$ cat src/rtl/text_overlay_ctrl.sv
// Purpose: draws a fixed line of NUM_CHARS font-ROM glyphs and commits shadow->active text only in vblank.
// Latency: DrawX/DrawY -> font_addr 1 cycle, -> text_on 2 cycles; a commit copy takes NUM_CHARS cycles.
// Backpressure: wr_ready is low during the commit copy; writes offered while it is low are dropped.
module text_overlay_ctrl #(
  parameter int TEXT_X    = 300,
  parameter int TEXT_Y    = 300,
  parameter int NUM_CHARS = 8,
  parameter int IDXW      = $clog2(NUM_CHARS),
  parameter int VBLANK_Y  = 480
) (
  input  logic            Clk,
  input  logic            Reset,
  input  logic [9:0]      DrawX,
  input  logic [9:0]      DrawY,
  input  logic            wr_en,
  input  logic [IDXW-1:0] wr_idx,
  input  logic [6:0]      wr_char,
  output logic            wr_ready,
  output logic [10:0]     font_addr,
  input  logic [7:0]      font_data,
  output logic            text_on,
  output logic            commit_done
);

  typedef enum logic [1:0] {IDLE, PENDING, COPY} state_t;

  localparam logic [10:0] X_LO = 11'(TEXT_X);
  localparam logic [10:0] X_HI = 11'(TEXT_X + 8 * NUM_CHARS);
  localparam logic [10:0] Y_LO = 11'(TEXT_Y);
  localparam logic [10:0] Y_HI = 11'(TEXT_Y + 16);

  state_t          state, state_nxt;
  logic [IDXW-1:0] cnt;
  logic            dirty;
  logic [9:0]      prev_y;
  logic [6:0]      shadow [NUM_CHARS];
  logic [6:0]      active [NUM_CHARS];

  logic            vblank_start;
  logic            wr_acc;
  logic            copy_last;

  logic            in_win;
  logic [IDXW+2:0] dx_lo;
  logic [3:0]      dy_lo;
  logic [IDXW-1:0] glyph_idx;
  logic [2:0]      col_d1;
  logic            win_d1;

  // Edge-detect the first line of vertical blank; a held DrawY produces one strobe only.
  assign vblank_start = (DrawY == 10'(VBLANK_Y)) && (prev_y != 10'(VBLANK_Y));
  assign wr_acc       = wr_en && wr_ready;
  assign copy_last    = (state == COPY) && (cnt == IDXW'(NUM_CHARS - 1));

  // Commit FSM next-state and the write-ready output.
  always_comb begin
    state_nxt = state;
    wr_ready  = (state != COPY);
    case (state)
      IDLE:    if (wr_acc) state_nxt = PENDING;
      PENDING: if (vblank_start && dirty) state_nxt = COPY;
      COPY:    if (copy_last) state_nxt = IDLE;
      default: state_nxt = IDLE;
    endcase
  end

  // Commit FSM state register.
  always_ff @(posedge Clk) begin
    if (Reset) state <= IDLE;
    else       state <= state_nxt;
  end

  // Copy counter, dirty flag, DrawY history and the end-of-commit pulse.
  always_ff @(posedge Clk) begin
    if (Reset) begin
      cnt         <= '0;
      dirty       <= 1'b0;
      prev_y      <= '0;
      commit_done <= 1'b0;
    end else begin
      prev_y      <= DrawY;
      cnt         <= (state == COPY) ? cnt + IDXW'(1) : '0;
      commit_done <= copy_last;
      if (wr_acc)         dirty <= 1'b1;
      else if (copy_last) dirty <= 1'b0;
    end
  end

  // Shadow takes game-logic writes; active is only touched by the vblank copy.
  always_ff @(posedge Clk) begin
    if (Reset) begin
      for (int i = 0; i < NUM_CHARS; i++) begin
        shadow[i] <= '0;
        active[i] <= '0;
      end
    end else begin
      if (wr_acc)          shadow[wr_idx] <= wr_char;
      if (state == COPY)   active[cnt]    <= shadow[cnt];
    end
  end

  // Only the low offset bits matter: glyph index, column and row inside the glyph.
  assign in_win    = ({1'b0, DrawX} >= X_LO) && ({1'b0, DrawX} < X_HI) &&
                     ({1'b0, DrawY} >= Y_LO) && ({1'b0, DrawY} < Y_HI);
  assign dx_lo     = (IDXW + 3)'(DrawX - 10'(TEXT_X));
  assign dy_lo     = 4'(DrawY - 10'(TEXT_Y));
  assign glyph_idx = dx_lo[IDXW+2:3];

  // Stage 1: form the font ROM address and carry column/window alongside it.
  always_ff @(posedge Clk) begin
    if (Reset) begin
      font_addr <= '0;
      col_d1    <= '0;
      win_d1    <= 1'b0;
    end else begin
      font_addr <= in_win ? {active[glyph_idx], dy_lo} : 11'd0;
      col_d1    <= dx_lo[2:0];
      win_d1    <= in_win;
    end
  end

  // Stage 2: pick the pixel bit from the ROM row, MSB is the leftmost pixel.
  always_ff @(posedge Clk) begin
    if (Reset) text_on <= 1'b0;
    else       text_on <= win_d1 & font_data[3'd7 - col_d1];
  end

endmodule
$ cat config.mk
export PLATFORM = sky130hd
export DESIGN_NAME = text_overlay_ctrl
export DESIGN_NICKNAME = d
export VERILOG_FILES = /design/src/rtl/text_overlay_ctrl.sv
export SDC_FILE = /design/constraint.sdc
export NUM_CORES = 1
export LEC_CHECK = 0
export BUFFER_PORTS_ARGS = -buffer_cell sky130_fd_sc_hd__buf_4
export CAP_MARGIN = 5
export CORE_UTILIZATION = 40
export DETAILED_ROUTE_END_ITERATION = 12
export HOLD_SLACK_MARGIN = 0.02
export PLACE_DENSITY = 0.63
export SYNTH_ARGS = -nofsm -noshare
export SYNTH_HDL_FRONTEND = slang
export SYNTH_SLANG_ARGS = --single-unit
$ cat constraint.sdc
create_clock -name Clk -period 1.7 [get_ports Clk]
set_input_delay 0.085 -clock Clk [delete_from_list [all_inputs] [get_ports Clk]]
set_output_delay 0.085 -clock Clk [all_outputs]
set_load 0.05 [all_outputs]
# Yosys cells after proc, flatten, opt, wreduce, memory -nomap -nowiden
# Memory sizes are Yosys's and may differ from the RTL's. A register that Yosys moved wholly into a read port is not among the register bits.
# Cells that the tools add are included.
# Widths: inputs -> output; s select.
[op_classes]
n_addsub = 4
order_cmp = 5
n_eq_ne = 9
muxes = 23
bitwise = 3
reduce_logical = 14
[op_table]
columns = ["cell", "n"]
rows = [
  ["$ge 10x9->1 const B", 2],
  ["$lt 10x9->1 const B", 2],
  ["$mux 7", 2],
  ["$reduce_or 7->1", 2],
  ["$mux 1", 13],
  ["$eq 10x9->1 const B", 1],
  ["$ne 10x9->1 const B", 1],
  ["$mux 3", 3],
  ["$ne 2x2->1 const B", 4],
  ["$logic_and 1x1->1", 7],
  ["$mux 2", 3],
  ["$pmux 2 s3", 1],
  ["$sub 6x6->6 const B", 1],
  ["$lt 3x4->1 const B", 1],
  ["$reduce_or 2->1", 2],
  ["$sub 4x4->4 const B", 1],
  ["$add 3x1->3 const B", 1],
  ["$bmux 1 s3", 1],
  ["$eq 3x3->1 const B", 1],
  ["$reduce_and 3->1", 1],
  ["$sub 3x3->3 const A", 1],
  ["$eq 2x1->1 const B", 1],
  ["$eq 2x2->1 const B", 1],
  ["$logic_not 2->1", 1],
  ["other kinds (3)", 4],
]
[word_totals]
register_bits = 33
ramBits = 112
out_inout_bits = 14
elab_cells = 69
mem_count = 2
[memory_table]
columns = ["memory", "depth", "word_bits", "rd", "rd_ports_with_merged_regs", "write_ports", "line", "rtl"]
rows = [
  ["active", 8, 7, 1, 1, 8, "37", "logic [6:0] active [NUM_CHARS];"],
  ["shadow", 8, 7, 1, 1, 8, "36", "logic [6:0] shadow [NUM_CHARS];"],
]

# Logic depth before layout (Yosys ltp)
# Gate-level depths: netlist (run 1).
[depth]
word_depth = 7
mapped_depth = 6
depth_no_buf = 5

# Least setup slack after synthesis (run 1)
# Ideal clock, no wire load.
[synth_path]
path_kind = "register -> register"
startpoint = "register state[0]"
endpoint = "memory shadow[0][0], enable pin"
arrival_ns = 1.438
required_ns = 1.393
path_slack_ns = -0.045
path_stages_with_launch = 6
n_path_buf = 1
path_cell_list = "dfxtp_1 -> nand2b_1 -> buf_4 -> nand4bb_1 -> nor3_1 -> or2_2"
[synth_rtl]
columns = ["element", "line", "rtl"]
rows = [
  ["start, declared", "32", "state_t state, state_nxt;"],
  ["start signal, assigned", "70", "else state <= state_nxt;"],
  ["end, declared", "36", ""],
]

==> run metrics, run 1 <==
outcome=finished with violations; failing checks=setup timing; measured slew at the worst slew-check pin=0.336 ns; Seq pwr share=about 50%; Worst Clk Skew=0.00547 ns; setup_tns=-0.890 ns; power share of the clock group=a little over two fifths; Pre-Repair DR Iteration Count=4; Worst Hold Launch=wr_char[1]; final slew viol count=0; total CTS buffers=17; critical-path cell with the highest stage delay=mux4_2; Internal=6.35 mW; ant diodes=0; reg2reg end=active[1][6]; CP Max Fanout=8; Netlist cell types=35; Worst Slack Setup Final=-0.0458 ns; Root Buffer=clkbuf_16; Cells after Synth=425; row count=45; R2R depth=4; # DRC=0; die area=~16000 um2; reg2reg setup slack=-0.05 ns; Tmin final=1.75 ns; Min Hold Slack=0.0348 ns; # port buffers=between 50 and 60; I/O pin count=55; fillcell total=1259; Post-Syn Nets=roughly 470; Worst VDD drop=0.676 mV; Mapped Avg Cell Area=14.7 um2; unrepaired setup endpoints after global routing=yes; pin count of the biggest net entering global routing=21; via count=3793; share of layout cells above drive strength 1=approximately a third; number of global-route vias before repair=4030; die height=between 100 and 150 um; multi-input logic area=approximately 2100 um2; crit path DAT=1.90 ns; antenna-violating nets left=0; initial DRC count=267; # nets final=592; area added between synthesis and finish=28.8%; Synth Warn #=0; latest clock arrival within the worst-skew pair=0.42 ns; combinational share of power=7.5%; vias per cell=4.93; Post-CTS Setup Inserts=0; Starting Density=41.0%; startpoint types=flop; WS Path Type=reg -> reg; Max Cap Viol=0; initial antenna violation count=0; number of setup violations in the final report=46; Crit path required time=1.86 ns; Placer Congestion=0.754; detailed placer's ending HPWL=roughly 9000 um; core area=15300 um2; GR Overflow Total=0; Final Hold Fails=0; commonest non-fill, non-tap cell in the layout=edfxtp_1; die width=roughly 130 um; Sequential Area=4030 um2; GRT Util Overall=18.6%; global-route wire length before repair=21900 um; Final Cycle Share=103%; fmax=573 MHz; commonest cells after routing, fill and taps aside=edfxtp_1, buf_4, nor2_1, and2_1, dfxtp_1; Yosys reg bits=approximately 150; CTS Buffer Depth=2; CTS tree=yes; sw frac=20.6%; sequential fraction of the synthesis area=~64%; Leak=3.05 nW; hold path endpoint=shadow[2][1]; worst min-delay path category=in -> reg; level count of the clock H-tree=4; clock-pin slew on the worst setup and hold paths=0.06 ns; Post-Syn Area=approximately 6300 um2; crit-path cells=buf_12, mux4_2, mux2i_4, nor2_1; endpoint class of the critical path=flop; Avg WL per Cell=approximately 18 um; Slew HR=77.1%; clk sinks=145; Post-Route WL=13600 um; PwrDens=992 nW/um2; max incr delay on CP=about 0.54 ns; worst hold path depth=2; Net Switching=~1.7 mW; worst r2r src=cnt[0]
layout make-up:
type / count / area share, %
inverters: 7 / 0.326
repair buffers: 116 / 13.3
clock buffers: 28 / 6.54
clock inverters: 4 / 0.279
well taps: 211 / 3.28
flip-flops and latches: 145 / 50.0
multi-input cells: 259 / 26.4
kinds of logic after synthesis:
kind of cell             count (synthesis)  synth area share [%]
multiplexers                            45                  14.9
adder cells (fa/ha/maj)                  5                  1.00
AND/OR/NAND/NOR                        200                  16.8
buffers and inverters                   21                  1.90
flip-flops                             145                  64.3
XOR/XNOR                                 4                 0.680
AO/OA/AOI/OAI                            5                 0.400
worst max-delay path: cells and delay by family, from the launching register on:
family | cells | cell delay (ns)
mux | 2 | 0.86
flops | 1 | 0.39
buf+inv | 1 | 0.15
simple gates | 1 | 0.08
flip-flops by register name, indices dropped and copies added, names as in the netlist:
name / cells
active: 56
shadow: 56
font_addr: 11
prev_y: 10
cnt: 3
col_d1: 3
state: 2
commit_done: 1
dirty: 1
text_on: 1
win_d1: 1
synth_stat cells, drive strengths merged:
master	instances	area [um2]
and2	59	369
mux4	30	694
nor4b	1	8.76
nor3b	3	22.5
nand3	3	15.0
nand2	8	30.0
or4	1	7.51
nand4	2	12.5
nand4bb	1	11.3
ha	5	62.6
nor4bb	2	20.0
inv	7	26.3
edfxtp	112	3360
xnor2	4	42.6
or2	8	50.1
nand4b	2	17.5
nor3	5	30.0
dfxtp	33	661
nor2b	11	68.8
nand2b	12	75.1
a21oi	3	15.0
nor4	2	12.5
nor2	80	300
clkbuf	4	15.0
o21ai	2	10.0
buf	10	77.6
mux2i	15	238
metrics by stage:
stage | cell area, um2 | std cells | utilization, % | total power [mW] | setup slack (ns)
finish | 8060 | 770 | 52.8 | 8.00 | -0.0458
detailed placement | 7270 | 716 | 47.6 | 4.62 | -0.113
floorplan | 6270 | 425 | - | 4.34 | 0.0161
global placement | 7270 | 716 | 47.6 | 4.60 | -0.0578
global route | 8060 | 770 | 52.8 | 8.25 | -0.0934
CTS | 8040 | 770 | 52.7 | 8.07 | -0.0463
what timing repair did:
| item | in CTS | in global routing |
|---|---|---|
| hold endpoints to repair | 44 | 0 |
| pin swaps | 4 | 6 |
| hold buffers | 21 | 0 |
| setup endpoints to repair | 49 | 101 |
| gates resized for setup | 8 | 5 |
| cloned | 1 | 0 |
routing by layer:
| metal | share of wire [%] | track usage [%] |
|---|---|---|
| met1 | 42 | 21.9 |
| met2 | 52 | 33.1 |
| met3 | 4.2 | 4.31 |
| met4 | 1.7 | 7.28 |
| met5 | 0 | 0 |
power by group through the flow:
stage | logic (mW) | clock network (mW) | registers (mW)
floorplan | 0.318 | 0 | 4.03
global placement | 0.558 | 0 | 4.04
detailed placement | 0.570 | 0 | 4.05
CTS | 0.611 | 3.48 | 3.98
global route | 0.650 | 3.61 | 3.99
finish | 0.604 | 3.42 | 3.98
how the worst max path moves through the flow:
stage               cells past startpoint            to     start  slack (ns)
finish                                  4  active[1][6]    cnt[0]       -0.05
global route                            4  active[6][1]    cnt[0]       -0.09
CTS                                     4  active[0][6]    cnt[0]       -0.05
detailed placement                      4  active[6][6]    cnt[0]       -0.11
global placement                        4  active[0][1]    cnt[0]       -0.06
floorplan                               5  active[6][0]  state[0]        0.02
(Power assumes the default switching activity.)
==> run 2: changes to the inputs <==
- CTS_CLUSTER_SIZE: default -> 30
- GPL_TIMING_DRIVEN: default -> 0
==> run metrics, run 2 (synthesized netlist as in run 1, its figures left out) <==
Tmin final=1.83 ns (+0.0803 ns); Worst Clk Skew=0.00828 ns (+0.00281 ns); I/O pin count=55 (unchanged); Worst VDD drop=0.676 mV (about the same); Internal=6.62 mW (+4.3%); Max Cap Viol=0 (unchanged); power share of the clock group=44.9% (+2.1 points); startpoint types=flop; Leak=3.07 nW (+0.56%); Crit path required time=1.86 ns (about the same); ant diodes=0 (unchanged); Net Switching=1.67 mW (+1.2%); Pre-Repair DR Iteration Count=6 (+2); Placer Congestion=0.773 (+2.5%); die width=127 um (unchanged); endpoint class of the critical path=flop; Post-Route WL=13000 um (-4.8%); Cell Count Post-Placement=690 (-3.6%); via count=3680 (-3.0%); core area=15300 um2 (unchanged); Starting Density=41.0% (unchanged); outcome=finished with violations; level count of the clock H-tree=4 (unchanged); crit path DAT=1.98 ns (+0.08 ns); # nets final=580 (-2.0%); GR Overflow Total=0 (unchanged); die height=127 um (unchanged); latest clock arrival within the worst-skew pair=0.42 ns (about the same); area added between synthesis and finish=30.7%; PwrDens=1010 nW/um2 (+2.1%); die area=16100 um2 (unchanged); vias per cell=4.85 (-1.4%); number of setup violations in the final report=67 (+46%); sw frac=20.2% (-0.49 points); Post-Layout Cell Count=758 (-1.6%); Final Cycle Share=107% (+4.7 points); row count=45 (unchanged); worst r2r src=cnt[0]; Min Hold Slack=0.0562 ns (+0.0214 ns); Seq pwr share=47.9% (-1.8 points); CTS tree=yes; measured slew at the worst slew-check pin=0.585 ns (+0.249 ns); final slew viol count=0 (unchanged); global-route wire length before repair=20100 um (-8.0%); share of layout cells above drive strength 1=34.9% (+3.4 points); Root Buffer=clkbuf_16; Final Hold Fails=0 (unchanged); # DRC=0 (unchanged); antenna-violating nets left=0 (unchanged); total CTS buffers=17 (unchanged); Avg WL per Cell=17.1 um (-3.3%); commonest non-fill, non-tap cell in the layout=edfxtp_1; CP Max Fanout=8 (unchanged); combinational share of power=7.2% (-0.3 points); # port buffers=54 (unchanged); initial DRC count=190 (-29%); fmax=548 MHz (-4.4%); unrepaired setup endpoints after global routing=yes; clock-pin slew on the worst setup and hold paths=0.06 ns (about the same); initial antenna violation count=0 (unchanged); number of global-route vias before repair=3890 (-3.5%); worst min-delay path category=in -> reg; failing checks=setup timing; Worst Hold Launch=DrawX[7]; Worst Slack Setup Final=-0.126 ns (-0.0803 ns); detailed placer's ending HPWL=8690 um (-6.1%); GRT Util Overall=17.1% (-1.5 points); Largest regs=active: 56 flops, shadow: 56 flops, font_addr: 11 flops; WS Path Type=reg -> reg; Slew HR=61.0% (-16 points); commonest cells after routing, fill and taps aside=edfxtp_1, buf_4, nor2_1, and2_1, dfxtp_1; clk sinks=145 (unchanged); CTS Buffer Depth=2 (unchanged); CP Launch Point=cnt[0]; pin count of the biggest net entering global routing=17 (-19%)
run 2: final cells by class:
class                   instances  area (um2)
plain buffers                  14         109
clock buffers                  25         475
clock inverters                 7         109
fillers                      1282        7080
inverters                       7        26.3
multi-input cells             259        2360
flip-flops and latches        145        4030
well taps                     211         264
repair buffers                 90         802
run 2: metal layers:
| metal | GRT usage (%) | vias up | share of wire [%] |
|---|---|---|---|
| li1 | - | 1761 | - |
| met1 | 20.3 | 1819 | 43 |
| met2 | 30.4 | 84 | 52 |
| met3 | 3.81 | 16 | 3.4 |
| met4 | 6.58 | 0 | 1.4 |
| met5 | 0 | - | 0 |
run 2: final timing paths:
kind         depth (start not counted)           end  slack [ns]
max                                  6  active[6][1]       -0.13
min                                  4  font_addr[8]        0.06
max reg2reg                          6  active[6][1]       -0.13
min reg2reg                          1       text_on        0.46
run 2: power groups by stage:
stage	Sequential (mW)	Combinational [mW]	Clock [mW]
2_1_floorplan	4.03	0.318	0
3_3_place_gp	4.03	0.493	0
3_5_place_dp	4.04	0.504	0
4_1_cts	3.97	0.590	3.79
5_1_grt	3.98	0.647	3.93
6_report	3.97	0.598	3.72
run 2: what timing repair did:
item | CTS | global route
resized for setup | 53 | 34
cloned | 0 | 1
hold buffers | 22 | 0
endpoints found under the setup margin | 224 | 178
endpoints found under the hold margin | 67 | 0
setup buffers | 8 | 5
pin swaps | 6 | 7
run 2: stage by stage:
stage / power, mW / setup slack [ns] / TNS (ns) / util [%] / instance area, um2
finish: 8.29 / -0.126 / -5.17 / 53.6 / 8180
global route: 8.55 / -0.183 / -9.72 / 53.6 / 8180
CTS: 8.34 / -0.114 / -4.72 / 52.5 / 8010
detailed placement: 4.55 / -0.456 / -57.83 / 45.5 / 6940
global placement: 4.53 / -0.425 / -52.35 / 45.5 / 6940
floorplan: 4.34 / 0.0161 / 0 / - / 6270
run 2: critical path: stages (launching register included):
cell     delay, ns
dfxtp_2       0.35
buf_6         0.13
buf_12        0.12
mux4_2        0.56
mux2i_4       0.20
buf_12        0.16
nor2_1        0.04
==> run 3: changes to the inputs <==
- ABC_AREA: default -> 1
==> run metrics, run 3 <==
outcome=finished, final reports clean; Internal=6.51 mW (-1.7%); die height=129 um (+1.7%); max incr delay on CP=0.34 ns (-0.22 ns); critical-path cell with the highest stage delay=dfxtp_2; Slew HR=31.9% (-29 points); commonest cells after routing, fill and taps aside=nor2_1, edfxtp_1, nand2_1, buf_4, inv_1; GR Util met1=22.4% (+2.1 points); clock-pin slew on the worst setup and hold paths=0.06 ns (about the same); combinational share of power=7.7% (+0.5 points); die area=16700 um2 (+3.4%); Tmin final=1.65 ns (-0.181 ns); Main synth FF type=edfxtp_1; total CTS buffers=17 (unchanged); Mapped Avg Cell Area=9.83 um2 (-33%); share of the synthesized area in the top cell type=52.0% (-1.8 points); # nets final=795 (+37%); crit path DAT=1.81 ns (-0.17 ns); antenna-violating nets left=0 (unchanged); Avg WL per Cell=14.7 um (-14%); I/O pin count=55 (unchanged); ant diodes=0 (unchanged); row count=46 (+2.2%); sw frac=23.1% (+2.9 points); unrepaired setup endpoints after global routing=yes; Most Crowded Layer GR=met2; CTS Buffer Depth=2 (unchanged); startpoint types=flop; worst min-delay path category=in -> reg; Net Switching=1.96 mW (+17%); Final Cycle Share=96.8% (-11 points); post-route cell area=8120 um2 (-0.70%); number of synthesized flops with an enable pin=112 (unchanged); Seq pwr share=47.1% (-0.8 points); Worst Clk Skew=0.00977 ns (+0.00148 ns); asr flop ratio synth=0% (unchanged); detailed placer's ending HPWL=10300 um (+19%); GRT Util Overall=18.3% (+1.1 points); met2 GRT Util=30.0% (-0.40 points); Cells after Synth=658 (+55%); Netlist cell types=30 (-14%); CTS tree=yes; fmax=608 MHz (+11%); Max Cap Viol=0 (unchanged); CP Max Fanout=10 (+2); endpoint class of the critical path=flop; measured slew at the worst slew-check pin=1.02 ns (+0.436 ns); WS Path Type=reg -> reg; Post-Route WL=14300 um (+10%); vias per cell=4.81 (-0.99%); Final Hold Fails=0 (unchanged); total power=8.46 mW (+2.1%); setup_tns=0 ns (+5.17 ns); share of layout cells above drive strength 1=24.3% (-11 points); GR Layer Usage met3=3.76% (-0.053 points); latest clock arrival within the worst-skew pair=0.43 ns (about the same); Crit path required time=1.87 ns (about the same); Post-Syn Nets=704 (+49%); crit-path cells=buf_2, buf_4, o21ai_1, o22ai_2, nor2_4, nor2_1; power share of the clock group=45.3% (+0.4 points); final core utilization=51.3% (-2.3 points); Worst Slack Setup Final=0.0548 ns (+0.181 ns); Post-Layout Cell Count=978 (+29%); Synth Warn #=0 (unchanged); Post-Syn Area=6470 um2 (+3.4%); dpl ws=-0.137 ns (+0.319 ns); Pre-Repair DR Iteration Count=5 (-1); level count of the clock H-tree=4 (unchanged); initial DRC count=244 (+28%); Root Buffer=clkbuf_16; Placed Area=7140 um2 (+3.0%); GR Overflow Total=0 (unchanged); final slew viol count=0 (unchanged); area added between synthesis and finish=25.5%; # port buffers=53 (-1.9%); Post-synth top cells=nor2_1, edfxtp_1, nand2_1; sequential fraction of the synthesis area=62.2% (-2.1 points); largest cells by area after synthesis=edfxtp_1, nor2_1, dfxtp_1, nand2_1, inv_1; initial antenna violation count=0 (unchanged); fillcell total=1408 (+9.8%); number of global-route vias before repair=4570 (+17%); via count=4701 (+28%); clk sinks=145 (unchanged); pin count of the biggest net entering global routing=17 (unchanged); Leak=3.40 nW (+11%); Placer Congestion=0.856 (+11%); core area=15800 um2 (+3.7%); Min Hold Slack=0.0686 ns (+0.0124 ns); global-route wire length before repair=22400 um (+11%); cell accounting for the most synthesized area=edfxtp_1; # DRC=0 (unchanged); commonest non-fill, non-tap cell in the layout=nor2_1; die width=129 um (+1.7%); Cell Count Post-Placement=927 (+34%); Largest regs=active: 56 flops, shadow: 56 flops, font_addr: 11 flops; top-count cell post-synth=nor2_1; Yosys reg bits=145 (unchanged); number of setup violations in the final report=0 (-100%); PwrDens=1040 nW/um2 (+2.8%); Starting Density=40.9% (-0.12 points); Worst VDD drop=0.772 mV (+14%)
-- run 3: cell types whose count changed after synthesis, moves of 11 or more --
cell and change:
nor2b_1 -11, inv_1 +35, nor2_4 +13, mux4_2 -25, nor2_1 +135, o21ai_0 +15, nand2b_1 -12, and2_1 -59
nand2_1 +95, nand3_1 +13, o21ai_1 +23
-- run 3: per-layer routing --
metal  up-vias  share of wire, %
met5         -                 0
met1      2172                44
met4         0               2.7
met2       154                48
met3        30               5.2
li1       2345                 -
-- run 3: path summary, 6_finish.rpt --
path,endpoint,depth (start not counted),startpoint,slack [ns]
worst max-delay path,active[7][6],6,cnt[0],0.05
worst min register to register,text_on,2,win_d1,0.44
worst max register to register,active[7][6],6,cnt[0],0.05
worst min-delay path,text_on,5,font_data[7],0.07
-- run 3: cells by family (layout without fill, tap and decap cells) --
| group | after synthesis | after routing | synth area share, % |
|---|---|---|---|
| simple gates | 365 | 365 | 24.5 |
| flops | 145 | 145 | 62.2 |
| compound gates | 74 | 74 | 7.27 |
| buf+inv | 67 | 171 | 4.70 |
| fa+ha+maj | 5 | 5 | 0.967 |
| xor+xnor | 2 | 2 | 0.387 |
-- run 3: final cells by class --
cell class	count	area, um2	share of cell area [%]
Clock buffer	17	425	5.24
Timing Repair Buffer	72	606	7.46
Inverter	49	188	2.31
Clock inverter	15	185	2.28
Buffer	18	121	1.49
Multi-Input combinational cell	446	2300	28.3
Tap cell	216	270	3.33
Sequential cell	145	4030	49.6
-- run 3: what timing repair did --
action | in CTS | in global routing
buffers inserted | 0 | 3
endpoints found under the hold margin | 19 | 0
hold buffers | 16 | 0
pin swaps | 0 | 6
resized for setup | 8 | 39
cloned | 0 | 0
setup endpoints to repair | 56 | 168
-- run 3: critical path: cells and delay by family (launching register included) --
| family | cells | cell delay, ns |
|---|---|---|
| flip-flops | 1 | 0.34 |
| AO/OA/AOI/OAI | 2 | 0.29 |
| AND/OR/NAND/NOR | 2 | 0.38 |
| buffers and inverters | 2 | 0.37 |
-- run 3: power groups by stage --
| stage | Clock, mW | Sequential [mW] | Combinational [mW] |
|---|---|---|---|
| 5_1_grt | 4.00 | 3.99 | 0.717 |
| 4_1_cts | 3.86 | 3.98 | 0.630 |
| 3_5_place_dp | 0 | 4.06 | 0.595 |
| 3_3_place_gp | 0 | 4.05 | 0.580 |
| 6_report | 3.83 | 3.99 | 0.648 |
| 2_1_floorplan | 0 | 4.04 | 0.398 |
